## src/rtl/csr_trap_ctrl_pkg.sv

```systemverilog
// csr_trap_ctrl_pkg: CSR addresses, write modes, mstatus bits, FSM states and mstatus update helpers
package csr_trap_ctrl_pkg;
    localparam logic [11:0] ADDR_MSTATUS = 12'h300;
    localparam logic [11:0] ADDR_MTVEC   = 12'h305;
    localparam logic [11:0] ADDR_MEPC    = 12'h341;
    localparam logic [11:0] ADDR_MCAUSE  = 12'h342;
    localparam logic [11:0] ADDR_MTVAL   = 12'h343;
    localparam logic [1:0] WSC_WRITE = 2'b01;
    localparam logic [1:0] WSC_SET   = 2'b10;
    localparam logic [1:0] WSC_CLEAR = 2'b11;
    localparam int MIE  = 3;
    localparam int MPIE = 7;
    typedef enum logic [2:0] {
        IDLE, T_EPC, T_CAUSE, T_TVAL, T_STATUS, T_VEC, M_STATUS, M_EPC
    } state_e;
    function automatic logic [31:0] mstatus_trap(input logic [31:0] s);
        mstatus_trap = s;
        mstatus_trap[MPIE] = s[MIE];
        mstatus_trap[MIE] = 1'b0;
    endfunction
    function automatic logic [31:0] mstatus_mret(input logic [31:0] s);
        mstatus_mret = s;
        mstatus_mret[MIE] = s[MPIE];
        mstatus_mret[MPIE] = 1'b1;
    endfunction
endpackage

```

## src/rtl/csr_trap_ctrl.sv

```systemverilog
// csr_trap_ctrl: owns the CSR file ports, sequencing trap entry / mret and passing pipeline CSR accesses through
module csr_trap_ctrl
    import csr_trap_ctrl_pkg::*;
(
    input  logic        clk,
    input  logic        rst,
    input  logic        trap_req,
    input  logic [31:0] trap_cause,
    input  logic [31:0] trap_epc,
    input  logic [31:0] trap_tval,
    input  logic        mret_req,
    input  logic        pipe_csr_w,
    input  logic [11:0] pipe_csr_waddr,
    input  logic [31:0] pipe_csr_wdata,
    input  logic [1:0]  pipe_csr_mode,
    input  logic [11:0] pipe_csr_raddr,
    input  logic [31:0] csr_rdata,
    input  logic [31:0] mstatus,
    output logic [11:0] csr_raddr,
    output logic [11:0] csr_waddr,
    output logic [31:0] csr_wdata,
    output logic        csr_w,
    output logic [1:0]  csr_wsc_mode,
    output logic [31:0] pipe_csr_rdata,
    output logic        stall,
    output logic        redirect_valid,
    output logic [31:0] redirect_pc
);
    state_e state_q, state_d;
    logic [31:0] cause_q, epc_q, tval_q;
    logic w_en, rv_en;
    always_ff @(posedge clk) begin
        if (rst) begin
            state_q <= IDLE;
            cause_q <= '0;
            epc_q <= '0;
            tval_q <= '0;
        end else begin
            state_q <= state_d;
            if (state_q == IDLE && trap_req) begin
                cause_q <= trap_cause;
                epc_q <= trap_epc;
                tval_q <= trap_tval;
            end
        end
    end
    always_comb begin
        state_d = state_q;
        case (state_q)
            IDLE:     state_d = trap_req ? T_EPC : mret_req ? M_STATUS : IDLE;
            T_EPC:    state_d = T_CAUSE;
            T_CAUSE:  state_d = T_TVAL;
            T_TVAL:   state_d = T_STATUS;
            T_STATUS: state_d = T_VEC;
            M_STATUS: state_d = M_EPC;
            default:  state_d = IDLE;
        endcase
    end
    always_comb begin
        csr_raddr = '0;
        csr_waddr = '0;
        csr_wdata = '0;
        csr_wsc_mode = WSC_WRITE;
        w_en = 1'b0;
        rv_en = 1'b0;
        stall = 1'b1;
        pipe_csr_rdata = '0;
        case (state_q)
            IDLE: begin
                csr_raddr = pipe_csr_raddr;
                csr_waddr = pipe_csr_waddr;
                csr_wdata = pipe_csr_wdata;
                csr_wsc_mode = pipe_csr_mode;
                w_en = pipe_csr_w && !trap_req && !mret_req;
                stall = trap_req || mret_req;
                pipe_csr_rdata = csr_rdata;
            end
            T_EPC: begin
                csr_waddr = ADDR_MEPC;
                csr_wdata = epc_q;
                w_en = 1'b1;
            end
            T_CAUSE: begin
                csr_waddr = ADDR_MCAUSE;
                csr_wdata = cause_q;
                w_en = 1'b1;
            end
            T_TVAL: begin
                csr_waddr = ADDR_MTVAL;
                csr_wdata = tval_q;
                w_en = 1'b1;
            end
            T_STATUS: begin
                csr_waddr = ADDR_MSTATUS;
                csr_wdata = mstatus_trap(mstatus);
                w_en = 1'b1;
            end
            T_VEC: begin
                csr_raddr = ADDR_MTVEC;
                rv_en = 1'b1;
            end
            M_STATUS: begin
                csr_waddr = ADDR_MSTATUS;
                csr_wdata = mstatus_mret(mstatus);
                w_en = 1'b1;
            end
            M_EPC: begin
                csr_raddr = ADDR_MEPC;
                rv_en = 1'b1;
            end
            default: ;
        endcase
    end
    // reset takes effect on the ports immediately so an aborted sequence writes nothing more
    assign csr_w = w_en && !rst;
    assign redirect_valid = rv_en && !rst;
    assign redirect_pc = redirect_valid ? {csr_rdata[31:2], 2'b00} : '0;
endmodule

```

## config.mk

```make
export PLATFORM = sky130hd
export DESIGN_NAME = csr_trap_ctrl
export DESIGN_NICKNAME = d
export VERILOG_FILES = /design/src/rtl/csr_trap_ctrl_pkg.sv /design/src/rtl/csr_trap_ctrl.sv
export SDC_FILE = /design/constraint.sdc
export NUM_CORES = 1
export LEC_CHECK = 0
export CAP_MARGIN = 20
export CORE_UTILIZATION = 24
export CTS_CLUSTER_SIZE = 14
export DETAILED_ROUTE_END_ITERATION = 10
export PLACE_DENSITY_LB_ADDON = 0.05
export SKIP_LAST_GASP = 1
export SLEW_MARGIN = 30
export SYNTH_ARGS = -nofsm -noshare
export SYNTH_HDL_FRONTEND = slang
export SYNTH_SLANG_ARGS = --single-unit
export TNS_END_PERCENT = 1
```

## constraint.sdc

```tcl
create_clock -name clk -period 3.3 [get_ports clk]
set_input_delay 0.66 -clock clk [delete_from_list [all_inputs] [get_ports clk]]
set_output_delay 0.66 -clock clk [all_outputs]
set_load 0.1 [all_outputs]
```

# Word-level counts from Yosys, hierarchy flattened
# Index checks and enable logic that the tools add are counted.
[classes]
eq_ne = 7
n_mux = 12
n_reduce_logical = 13
[op_table]
columns = ["operator", "n"]
rows = [
  ["$pmux W32 S6", 1],
  ["$mux W32", 2],
  ["$pmux W12 S5", 1],
  ["$pmux W12 S3", 1],
  ["$pmux W3 S6", 1],
  ["$eq A3 B3 Y1 const B", 4],
  ["$eq A3 B2 Y1 const B", 2],
  ["$mux W3", 2],
  ["$logic_and A1 B1 Y1", 5],
  ["$reduce_or A5 Y1", 1],
  ["$reduce_or A2 Y1", 2],
  ["$eq A3 B1 Y1 const B", 1],
  ["$logic_not A1 Y1", 3],
  ["$logic_not A3 Y1", 1],
  ["$mux W1", 2],
  ["$mux W2", 1],
  ["$pmux W1 S2", 1],
  ["$logic_or A1 B1 Y1", 1],
]
[totals]
regBits = 99
inputBits = 223
output_inout_bits = 125
word_cells = 36

# Logic depth before layout (Yosys ltp)
# Gate-level depths: netlist of run 1.
[depth]
depth_word = 5
ltp_mapped = 7

# Worst setup path after synthesis of run 1
# Ideal clock, no wire load.
[synth_timing]
kind = "input to output"
from = "in rst"
to = "out csr_w"
t_arrival_ps = 3309
required_ps = 2640
setup_slack_ps = -669
cell_stages = 3
n_path_buf = 2
cell_sequence = "clkbuf_1 -> clkbuf_1 -> a211oi_1"
[synth_between]
elab_chain_len = 2
[synth_lines]
columns = ["element", "line", "source"]
rows = [
  ["start: declaration", "csr_trap_ctrl.sv:6", "input logic rst,"],
  ["$logic_not A1 Y1", "csr_trap_ctrl.sv:115", "assign csr_w = w_en && !rst;"],
  ["$logic_and A1 B1 Y1", "csr_trap_ctrl.sv:115", ""],
  ["end: declaration", "csr_trap_ctrl.sv:22", "output logic csr_w,"],
]
# No other way between the ends.

# Final worst setup path of run 1
[layout_timing]
from = "reg state_q[0]"
to = "out csr_wdata[15]"
[layout_between]
elab_chain_len = 2
word_cells_on_any_way = 7
[layout_lines]
columns = ["element", "line", "source"]
rows = [
  ["start: declaration", "csr_trap_ctrl.sv:29", "state_e state_q, state_d;"],
  ["start signal: assignment", "csr_trap_ctrl.sv:39", "state_q <= state_d;"],
  ["$eq A3 B3 Y1 (tied with other cells)", "csr_trap_ctrl.sv:68", "case (state_q)"],
  ["$pmux W32 S6 *", "csr_trap_ctrl.sv:68", ""],
  ["end: declaration", "csr_trap_ctrl.sv:21", "output logic [31:0] csr_wdata,"],
]
# Mark *: on every way between the ends. The rest lies on a longest branch, timed or not.

==> results of run 1 <==
critical path: cells and delay by family (launching register included):
| kind | cells | cell delay (ps) |
|---|---|---|
| buffers and inverters | 2 | 520 |
| muxes | 1 | 370 |
| and+or+nand+nor | 1 | 160 |
| AOI/OAI and AO/OA | 1 | 390 |
| DFF | 1 | 560 |
metrics by stage:
step / hold WS (ps) / cell area [um^2] / setup slack, ps / cells
2_1_floorplan: 432 / 5390 / -577 / 735
3_3_place_gp: 440 / 10200 / 623 / 1307
3_5_place_dp: 446 / 10200 / 632 / 1308
4_1_cts: 456 / 10500 / 237 / 1324
5_1_grt: 470 / 10500 / 99.7 / 1325
6_report: 451 / 10500 / 209 / 1325
layout make-up:
class	count	area [um^2]	share of cell area (%)
Antenna cell	1	2.50	0.0238
Clock buffer	10	239	2.27
Clock inverter	6	45.0	0.429
Inverter	2	7.51	0.0714
Multi-Input combinational cell	568	3100	29.5
Sequential cell	99	1990	18.9
Tap cell	280	350	3.33
Timing Repair Buffer	359	4780	45.5
cells in the mapped netlist:
master                     instances
sky130_fd_sc_hd__a221oi_1          1
sky130_fd_sc_hd__and3b_1           1
sky130_fd_sc_hd__a21oi_1         103
sky130_fd_sc_hd__o21ai_0           5
sky130_fd_sc_hd__or3_1             1
sky130_fd_sc_hd__a222oi_1         28
sky130_fd_sc_hd__buf_4             3
sky130_fd_sc_hd__nor3_1            3
sky130_fd_sc_hd__and2_1           77
sky130_fd_sc_hd__nor2_1            8
sky130_fd_sc_hd__mux2_2           31
sky130_fd_sc_hd__o21a_1            3
sky130_fd_sc_hd__buf_2            14
sky130_fd_sc_hd__nand2_1         256
sky130_fd_sc_hd__or2_2             1
sky130_fd_sc_hd__nor2b_1          30
sky130_fd_sc_hd__nor4b_4           1
sky130_fd_sc_hd__conb_1            1
sky130_fd_sc_hd__nand4b_1          1
sky130_fd_sc_hd__nand2b_1          4
sky130_fd_sc_hd__nor3b_2           1
sky130_fd_sc_hd__clkbuf_1         43
sky130_fd_sc_hd__o221ai_1          1
sky130_fd_sc_hd__inv_1             2
sky130_fd_sc_hd__a22oi_1           3
sky130_fd_sc_hd__a211oi_1          1
sky130_fd_sc_hd__mux2i_1           4
sky130_fd_sc_hd__nand3_1           1
sky130_fd_sc_hd__dfxtp_1          99
sky130_fd_sc_hd__buf_6             6
sky130_fd_sc_hd__or4b_1            1
how the worst max path moves through the flow:
stage / from / endpoint / slack (ps) / cells past startpoint
floorplan: state_q[0] / csr_wdata[29] / -580 / 6
global placement: state_q[0] / csr_wdata[17] / 620 / 5
detailed placement: state_q[0] / csr_wdata[15] / 630 / 5
CTS: state_q[0] / csr_wdata[17] / 240 / 5
global route: state_q[0] / csr_wdata[17] / 100 / 5
finish: state_q[0] / csr_wdata[15] / 210 / 5
state kept, by name (all words and copies together) (netlist names):
name and cells:
state_q 3, epc_q 32, tval_q 32, cause_q 32
power groups by stage:
stage	Sequential (uW)	Clock, uW	Combinational, uW
final	1370	1040	3430
after global routing	1380	1110	3570
after CTS	1370	1070	3460
after detailed placement	1400	0	3450
after global placement	1390	0	3440
after floorplan	1350	0	2100
routing by layer:
metal	wire, um	GRT usage, %
met5	0	0
met4	451	6.39
met3	1940	4.91
met2	12700	36.6
met1	10600	27.0
layout by cell type (no fill, tap or decap), types with 3 or more instances in the layout:
| master | netlist | layout |
|---|---|---|
| sky130_fd_sc_hd__and2_1 | 77 | 77 |
| sky130_fd_sc_hd__buf_12 | 0 | 122 |
| sky130_fd_sc_hd__clkdlybuf4s50_1 | 0 | 221 |
| sky130_fd_sc_hd__mux2_2 | 31 | 31 |
| sky130_fd_sc_hd__a22oi_1 | 3 | 3 |
| sky130_fd_sc_hd__a21oi_1 | 103 | 103 |
| sky130_fd_sc_hd__clkbuf_16 | 0 | 9 |
| sky130_fd_sc_hd__o21a_1 | 3 | 3 |
| sky130_fd_sc_hd__buf_4 | 3 | 15 |
| sky130_fd_sc_hd__a222oi_1 | 28 | 28 |
| sky130_fd_sc_hd__nor2_1 | 8 | 7 |
| sky130_fd_sc_hd__o21ai_0 | 5 | 5 |
| sky130_fd_sc_hd__nand2b_1 | 4 | 4 |
| sky130_fd_sc_hd__nand2_1 | 256 | 256 |
| sky130_fd_sc_hd__mux2i_1 | 4 | 4 |
| sky130_fd_sc_hd__dfxtp_1 | 99 | 98 |
| sky130_fd_sc_hd__nor2b_1 | 30 | 28 |
cells by family (layout without fill, tap and decap cells):
group | after synthesis | in the layout | synth area share [%]
DFF | 99 | 99 | 36.9
buffers and inverters | 68 | 377 | 6.12
other | 1 | 3 | 0.0697
and+or+nand+nor | 386 | 386 | 33.1
AOI/OAI and AO/OA | 145 | 145 | 16.6
muxes | 35 | 35 | 7.24
==> parameters.txt, run 1 <==
Parameter                              Value

Logic synthesis
  Post-synthesis cell area    between 0.005 and 0.006 mm^2
  Mapped Avg Cell Area    7.32 um^2
  Post-Syn Instances    about 730
  Post-synthesis cell type with the largest combined area    sky130_fd_sc_hd__dfxtp_1
  Post-synth cell types    31
  Number of flip-flops and latches in the synthesized netlist    between 90 and 100
  Ranking of synthesized cells by area    sky130_fd_sc_hd__dfxtp_1 (37%), sky130_fd_sc_hd__nand2_1 (18%), sky130_fd_sc_hd__a21oi_1 (9.6%)
  Part of the Yosys area used for sequential elements    36.9%
  Proportion of netlist area held by the largest area contributor    around 37%
  Warnings, synthesis    0

Power and ir drop
  Switch share    between 40 and 50%
  Leakage power total    slightly above 0.004 uW
  Switching pwr    roughly 2800 uW
  Relative contribution of combinational cells to total power    between 50 and 60%
  Sequential cell fraction of total power    23.4%
  Power per unit of standard cell area    between 500 and 600 mW/mm^2
  Internal power component    between 3000 and 4000 uW
  Clock network fraction of design power    between 10% and 20%
  Final Total Pwr    5840 uW
  Worst IR drop on VDD    between 0.0003 and 0.0004 V

Setup path
  Number of cells on the worst reg-to-reg path    5
  Cells along the critical path    buf_12, mux2_2, a222oi_1, nand2_1, buf_12
  Startpoint types    flop
  Beginning of the worst register-to-register path    state_q[0]
  Crit path largest cell delay    between 500 and 600 ps
  Critical path data arrival time    2430 ps
  Endpoint type of the worst setup path    output pin
  Max Fanout on Critical Path    56
  Crit path required time    roughly 2600 ps
  Register-to-register path setup slack    1100 ps
  Cell occurring most often along the worst timing path    sky130_fd_sc_hd__buf_12
  Highest-delay cell along the critical path    sky130_fd_sc_hd__dfxtp_4
  Crit Reg-Reg Endpoint    cause_q[19]
  Worst Setup Path Type    flop to output pin

Hold path
  Min-Delay Startpoint    cause_q[5]
  Class of the most critical hold timing path    flop to flop
  Number of cells on the worst hold path    2
  Hold EP    cause_q[5]

Finish
  Net count of the finished layout    approximately 1300
  Area growth, synth to finish    95.5%
  Fillers    between 2000 and 2500
  Final cell utilization of the core    between 40% and 50%
  Layout cells sized above 1    a little under a fifth

STA
  Final Critical Period    3090 ps
  Worst slew margin relative to its limit    a little under half
  Number of setup violations in the final report    0
  Unrepaired setup endpoints after global routing    false
  TNS Setup    0 ps
  Least-Margin Pin Slew    818 ps
  Fmax    approximately 320 MHz
  Number of pins with negative max-slew slack in the final report    0
  Final period util    between 90% and 100%
  Count of final hold-check violations    0
  Clock skew    around 8.5 ps

Global route
  Wire length of the first global-routing pass    around 36000 um
  Residual overflow from global routing    0
  Maximum number of pins on one net before global-route repair    100
  Number of global-route vias before repair    5738
  Antenna violations before repair    1
  Total global-route track usage    between 20 and 25%

Routing
  Drt initial violations    422
  Ratio of routed vias to standard cells    4.61
  Total routed wirelength    25800 um
  WL per Instance    roughly 19 um
  Pre-antenna DRT Iters    7
  Vias    a little over 6000
  Number of remaining DRC errors    0
  Final ANT Viol Nets    0

Floorplan
  Count of standard-cell rows    54
  Die Width    ~150 um
  Number of I/O pins    ~350
  Floorplan die height    roughly 150 um
  Full die area    around 0.023 mm^2
  Core region area    0.0219 mm^2
  Initial standard-cell utilization of the core    24.6%

Clock tree
  Gates resized, CTS repair    0
  Source-to-sink clock delay at the later pin of the worst-skew pair    360 ps
  Total number of clock tree sinks    99
  Number of clock buffers inserted by TritonCTS    9
  Buffers inserted by post-CTS timing repair    0
  Clock-pin slew on the worst setup and hold paths    70 ps
  Clk buf depth    2
  H-Tree Level Count    3
  Buffer type at the clock tree root    sky130_fd_sc_hd__clkbuf_16
  Post-CTS Hold Fix Bufs    0
  Clock tree from TritonCTS    built

Placed design
  Placer's final routability congestion estimate    slightly above 0.8
  Count of input and output buffers    345
  Post-detail-place hpwl    between 15000 and 20000 um

Outcome
  Status    finished, final reports clean

Job
  Max capacitance violation total    0
Power figures use the tool's default switching activity.
==> inputs of run 2 (changes only) <==
Settings changed: GPL_TIMING_DRIVEN set to 0, PLACE_DENSITY set to 0.59, PLACE_DENSITY_LB_ADDON 0.05 to not set, SKIP_CTS_REPAIR_TIMING set to 1.
==> run 2 against run 1 <==
  * The flow now finishes with violations (setup timing)
  * Maximum frequency shrank 15%
  * Final area shrank 11%
  * Largest cell class unchanged
  * Critical path type unchanged
  * Worst setup slack lost 560 ps
  * Final cell count grew 3.8%
  * Via count grew 3.6%
==> parameters.txt, run 2 (same netlist as run 1, synthesis figures left out) <==
Parameter                              Value

Outcome
  Status    complete, but fails checks
  Violations in the final reports    setup timing

Global route
  Total global-route track usage    between 10% and 20%
  Maximum number of pins on one net before global-route repair    17
  Number of global-route vias before repair    about 5800
  Residual overflow from global routing    0
  Wire length of the first global-routing pass    about 33000 um
  Antenna violations before repair    0

STA
  Worst setup slack after layout    -353 ps
  TNS Setup    -7790 ps
  Final Critical Period    around 3700 ps
  Clock skew    around 7.7 ps
  Count of final hold-check violations    0
  Number of pins with negative max-slew slack in the final report    0
  Final period util    111%
  Number of setup violations in the final report    94
  Least-Margin Pin Slew    1020 ps
  Worst hold slack    between 400 and 500 ps
  Worst slew margin relative to its limit    31.7%
  Fmax    approximately 270 MHz
  Unrepaired setup endpoints after global routing    true

Power and ir drop
  Power per unit of standard cell area    around 560 mW/mm^2
  Worst IR drop on VDD    between 0.0002 and 0.0003 V
  Leakage power total    between 0.004 and 0.005 uW

Clock tree
  Clock-pin slew on the worst setup and hold paths    about 70 ps
  Buffer type at the clock tree root    sky130_fd_sc_hd__clkbuf_16
  Clk buf depth    2
  Source-to-sink clock delay at the later pin of the worst-skew pair    approximately 360 ps
  H-Tree Level Count    3
  Total number of clock tree sinks    just under 100
  Clock tree from TritonCTS    built
  Number of clock buffers inserted by TritonCTS    9

Routing
  Ratio of routed vias to standard cells    between 4 and 5
  Pre-antenna DRT Iters    6
  Drt initial violations    443
  WL per Instance    17.4 um
  Final ANT Viol Nets    0
  Number of remaining DRC errors    0
  Total routed wirelength    approximately 24000 um
  Vias    roughly 6300

Finish
  Top Registers    cause_q (32), epc_q (32), tval_q (32)
  Fillers    2291
  Final cell area excluding filler cells    roughly 0.0093 mm^2
  Area growth, synth to finish    73.9%
  Layout cells sized above 1    a little under an eighth
  # diodes    0
  Net count of the finished layout    roughly 1300
  Commonest cells after routing, fill and taps aside    sky130_fd_sc_hd__nand2_1 (256), sky130_fd_sc_hd__clkdlybuf4s50_1 (227), sky130_fd_sc_hd__a21oi_1 (103), sky130_fd_sc_hd__dfxtp_1 (99), sky130_fd_sc_hd__and2_1 (77)
  Count of non-filler cells in the finished layout    roughly 1400
  Leading cell type in the layout, fill and taps excluded    sky130_fd_sc_hd__nand2_1
  Final cell utilization of the core    between 40% and 50%

Setup path
  Startpoint types    flop
  Highest-delay cell along the critical path    sky130_fd_sc_hd__dlymetal6s2s_1
  Max Fanout on Critical Path    10
  Worst Setup Path Type    flop to output pin
  Worst Path Buf+Inv    4
  Cell occurring most often along the worst timing path    sky130_fd_sc_hd__buf_2
  Crit path required time    approximately 2600 ps
  Cells along the critical path    buf_2, nor2b_1, clkbuf_1, buf_2, a222oi_1, nand2_1, dlymetal6s2s_1
  Endpoint type of the worst setup path    output pin
  Crit path largest cell delay    slightly below 800 ps
  Critical path data arrival time    approximately 3000 ps
  Top delay family on crit path    buffers and inverters

Floorplan
  Full die area    about 0.023 mm^2
  Floorplan die height    between 150 and 200 um
  Core region area    between 0.02 and 0.025 mm^2
  Number of I/O pins    348
  Count of standard-cell rows    54
  Initial standard-cell utilization of the core    roughly 25%
  Die Width    around 150 um

Hold path
  Class of the most critical hold timing path    flop to flop

Placed design
  DP Area    0.00919 mm^2
  Placer's final routability congestion estimate    between 0.8 and 0.9
  Count of input and output buffers    between 300 and 400
  Number of placed instances, taps included    around 1400
  Post-detail-place hpwl    18700 um

Job
  Max capacitance violation total    0
run 2: changes by cell type in the layout (fill, tap and decap cells not counted), moves of 2 or more:
| cell | before | now |
|---|---|---|
| sky130_fd_sc_hd__buf_2 | 0 | 15 |
| sky130_fd_sc_hd__buf_4 | 15 | 3 |
| sky130_fd_sc_hd__buf_12 | 122 | 0 |
| sky130_fd_sc_hd__clkbuf_1 | 0 | 44 |
| sky130_fd_sc_hd__dlymetal6s2s_1 | 0 | 62 |
| sky130_fd_sc_hd__clkbuf_2 | 0 | 56 |
| sky130_fd_sc_hd__clkdlybuf4s50_1 | 221 | 227 |
| sky130_fd_sc_hd__clkinv_4 | 0 | 2 |
| sky130_fd_sc_hd__nor2b_1 | 28 | 30 |
| sky130_fd_sc_hd__buf_6 | 1 | 6 |
run 2: layer usage:
metal,global-route usage [%],up-vias,share of wire (%)
met1,22.9,2896,39
met5,0,-,0
met3,3.89,15,7.5
li1,-,3161,-
met4,4.41,0,1.1
met2,37.1,252,52
run 2: worst min-delay path, cell delays in order, from the launching register on:
cell and delay (ps):
sky130_fd_sc_hd__dfxtp_1 310, sky130_fd_sc_hd__nand2_1 50, sky130_fd_sc_hd__a21oi_1 50
run 2: through the flow:
stage	setup WS [ps]	power, uW
floorplan	-577	3450
global placement	-836	4360
detailed placement	-790	4360
CTS	-1190	5370
global route	-443	5480
finish	-353	5250
run 2: layout make-up:
class | count | area, um^2 | area share, %
flip-flops and latches | 99 | 1980 | 21.2
plain buffers | 66 | 323 | 3.45
repair buffers | 345 | 3330 | 35.6
multi-input cells | 568 | 3090 | 33.0
clock inverters | 5 | 38.8 | 0.415
well taps | 280 | 350 | 3.75
inverters | 2 | 7.51 | 0.0803
clock buffers | 11 | 233 | 2.49
run 2: power by group:
| group | switching [uW] | internal [uW] | total, uW |
|---|---|---|---|
| sequential | 53.0 | 1290 | 1350 |
| clock | 495 | 517 | 1010 |
| combinational | 2120 | 766 | 2890 |
run 2: path summary, 6_finish.rpt:
check                                 start       endpoint  slack [ps]  depth (start not counted)
worst max-delay path             state_q[2]  csr_wdata[15]        -350                          7
worst min-delay path            cause_q[16]    cause_q[16]         450                          2
worst max register to register   state_q[2]      epc_q[21]        1250                          6
worst min register to register  cause_q[16]    cause_q[16]         450                          2
==> inputs of run 3 (changes only) <==
Settings changed: CORE_AREA set to 2 2 134 136, CORE_UTILIZATION 24 to not set, DIE_AREA set to 0 0 136 138, PLACE_DENSITY 0.59 to 0.73.
==> run 3 against run 2 <==
  * The flow still finishes with violations (setup timing)
  * Maximum frequency increased by 2.8%
  * Sequential power about the same
  * Routed wire length is 1.0% lower
  * Largest cell class unchanged
==> parameters.txt, run 3 (same netlist as run 1, synthesis figures left out) <==
Parameter                              Value

Outcome
  Status    complete, but fails checks
  Violations in the final reports    setup timing

Global route
  Residual overflow from global routing    0
  Wire length of the first global-routing pass    approximately 35000 um
  Maximum number of pins on one net before global-route repair    16
  Number of global-route vias before repair    6077
  Antenna violations before repair    0
  Total global-route track usage    approximately 24%

Floorplan
  Initial standard-cell utilization of the core    a little under a third
  Number of I/O pins    348
  Core region area    around 0.018 mm^2
  Floorplan die height    between 100 and 150 um
  Count of standard-cell rows    about 50
  Full die area    about 0.019 mm^2
  Die Width    136 um

Clock tree
  Clock tree from TritonCTS    built
  Total number of clock tree sinks    between 90 and 100
  Number of clock buffers inserted by TritonCTS    9
  Source-to-sink clock delay at the later pin of the worst-skew pair    about 350 ps
  Clk buf depth    2
  Clock-pin slew on the worst setup and hold paths    70 ps
  Buffer type at the clock tree root    sky130_fd_sc_hd__clkbuf_16
  H-Tree Level Count    3

Setup path
  Beginning of the worst register-to-register path    state_q[2]
  Startpoint types    flop
  Number of cells on the worst reg-to-reg path    6
  Crit path required time    about 2600 ps
  Crit Reg-Reg Endpoint    epc_q[22]
  Worst Setup Path Type    flop to output pin
  Critical path data arrival time    just under 3000 ps
  Max Fanout on Critical Path    10
  Register-to-register path setup slack    between 1000 and 1500 ps
  Endpoint type of the worst setup path    output pin

Finish
  Layout cells sized above 1    a little over a tenth
  Final cell utilization of the core    approximately 54%
  Area occupied by multi-input gates    roughly 0.0031 mm^2
  Sequential Area    just under 0.002 mm^2
  Area growth, synth to finish    75.6%
  Final cell area excluding filler cells    0.00944 mm^2
  # diodes    0
  Fillers    1696
  Top Registers    cause_q (32), epc_q (32), tval_q (32)
  Net count of the finished layout    ~1300
  Commonest cells after routing, fill and taps aside    sky130_fd_sc_hd__nand2_1 (256), sky130_fd_sc_hd__clkdlybuf4s50_1 (228), sky130_fd_sc_hd__a21oi_1 (103), sky130_fd_sc_hd__dfxtp_1 (99)
  Leading cell type in the layout, fill and taps excluded    sky130_fd_sc_hd__nand2_1
  Count of non-filler cells in the finished layout    between 1000 and 1500

STA
  Final Critical Period    3550 ps
  Clock skew    7.78 ps
  Unrepaired setup endpoints after global routing    true
  Number of pins with negative max-slew slack in the final report    0
  Final period util    108%
  Count of final hold-check violations    0
  Number of setup violations in the final report    48
  Worst setup slack after layout    -251 ps
  Fmax    roughly 280 MHz
  Least-Margin Pin Slew    between 1000 and 1500 ps
  Worst slew margin relative to its limit    between 30% and 40%

Placed design
  DP Area    between 0.009 and 0.01 mm^2
  Post-detail-place hpwl    between 15000 and 20000 um
  Number of placed instances, taps included    between 1000 and 1500
  Count of input and output buffers    about 350
  Placer's final routability congestion estimate    0.795

Power and ir drop
  Sequential cell fraction of total power    roughly 25%
  Switching pwr    2670 uW
  Relative contribution of combinational cells to total power    a little over half
  Final Total Pwr    approximately 5400 uW
  Switch share    roughly half
  Clock network fraction of design power    about a fifth
  Power per unit of standard cell area    572 mW/mm^2
  Leakage power total    0.00482 uW
  Internal power component    2730 uW
  Worst IR drop on VDD    0.000289 V

Hold path
  Class of the most critical hold timing path    flop to flop
  Number of cells on the worst hold path    2
  Min-Delay Startpoint    tval_q[19]
  Hold EP    tval_q[19]

Routing
  Number of remaining DRC errors    0
  Total routed wirelength    between 20000 and 25000 um
  Final ANT Viol Nets    0
  WL per Instance    approximately 18 um
  Vias    roughly 6300
  Drt initial violations    410
  Ratio of routed vias to standard cells    about 4.8
  Pre-antenna DRT Iters    6

Job
  Max capacitance violation total    0
[run 3: cell count changes in the layout (fill, tap and decap cells not counted), sizes merged, moves of 2 or more]
| cell | before | now |
|---|---|---|
| clkbuf | 109 | 90 |
| dlymetal6s2s | 62 | 77 |
| buf | 24 | 26 |
| bufinv | 0 | 2 |
[run 3: how the worst max path moves through the flow]
stage                       to       start  slack [ps]  cells past startpoint
4_1_cts          csr_wdata[29]  state_q[0]       -1070                      7
3_3_place_gp     csr_wdata[29]  state_q[0]        -730                      7
5_1_grt        redirect_pc[20]  state_q[2]        -460                      6
3_5_place_dp     csr_wdata[29]  state_q[0]        -690                      7
2_1_floorplan    csr_wdata[29]  state_q[0]        -580                      6
6_report       redirect_pc[12]  state_q[2]        -250                      6
[run 3: per-stage QoR]
stage / setup TNS, ps / hold slack [ps] / worst slack (ps)
finish: -6260 / 453 / -251
global route: -20050 / 466 / -460
CTS: -73070 / 455 / -1070
detailed placement: -34220 / 444 / -690
global placement: -36610 / 438 / -735
floorplan: -2040 / 432 / -577
[run 3: layout make-up]
type	instances	area share [%]
Clock inverter	5	0.822
Multi-Input combinational cell	568	32.6
Tap cell	229	3.04
Inverter	2	0.0795
Sequential cell	99	21.0
Timing Repair Buffer	345	36.5
Clock buffer	10	2.53
Buffer	66	3.42
[run 3: power by group through the flow]
stage | Sequential (uW) | Combinational, uW | Clock (uW)
after floorplan | 1350 | 2100 | 0
after global routing | 1360 | 3020 | 1220
final | 1350 | 2900 | 1150
after global placement | 1370 | 2980 | 0
after detailed placement | 1370 | 2980 | 0
after CTS | 1350 | 2990 | 1170
[run 3: per-layer routing]
layer,wire (um),track usage [%]
met4,285,5.37
met5,0,0
met3,1760,6.27
met1,11000,34.5
met2,10600,37.2
[run 3: worst max-delay path: stages (launching register included)]
cell and delay, ps:
sky130_fd_sc_hd__dfxtp_1 330, sky130_fd_sc_hd__buf_2 250, sky130_fd_sc_hd__nand2_1 270, sky130_fd_sc_hd__nor2_1 380, sky130_fd_sc_hd__clkbuf_1 370, sky130_fd_sc_hd__and2_1 200
sky130_fd_sc_hd__dlymetal6s2s_1 750
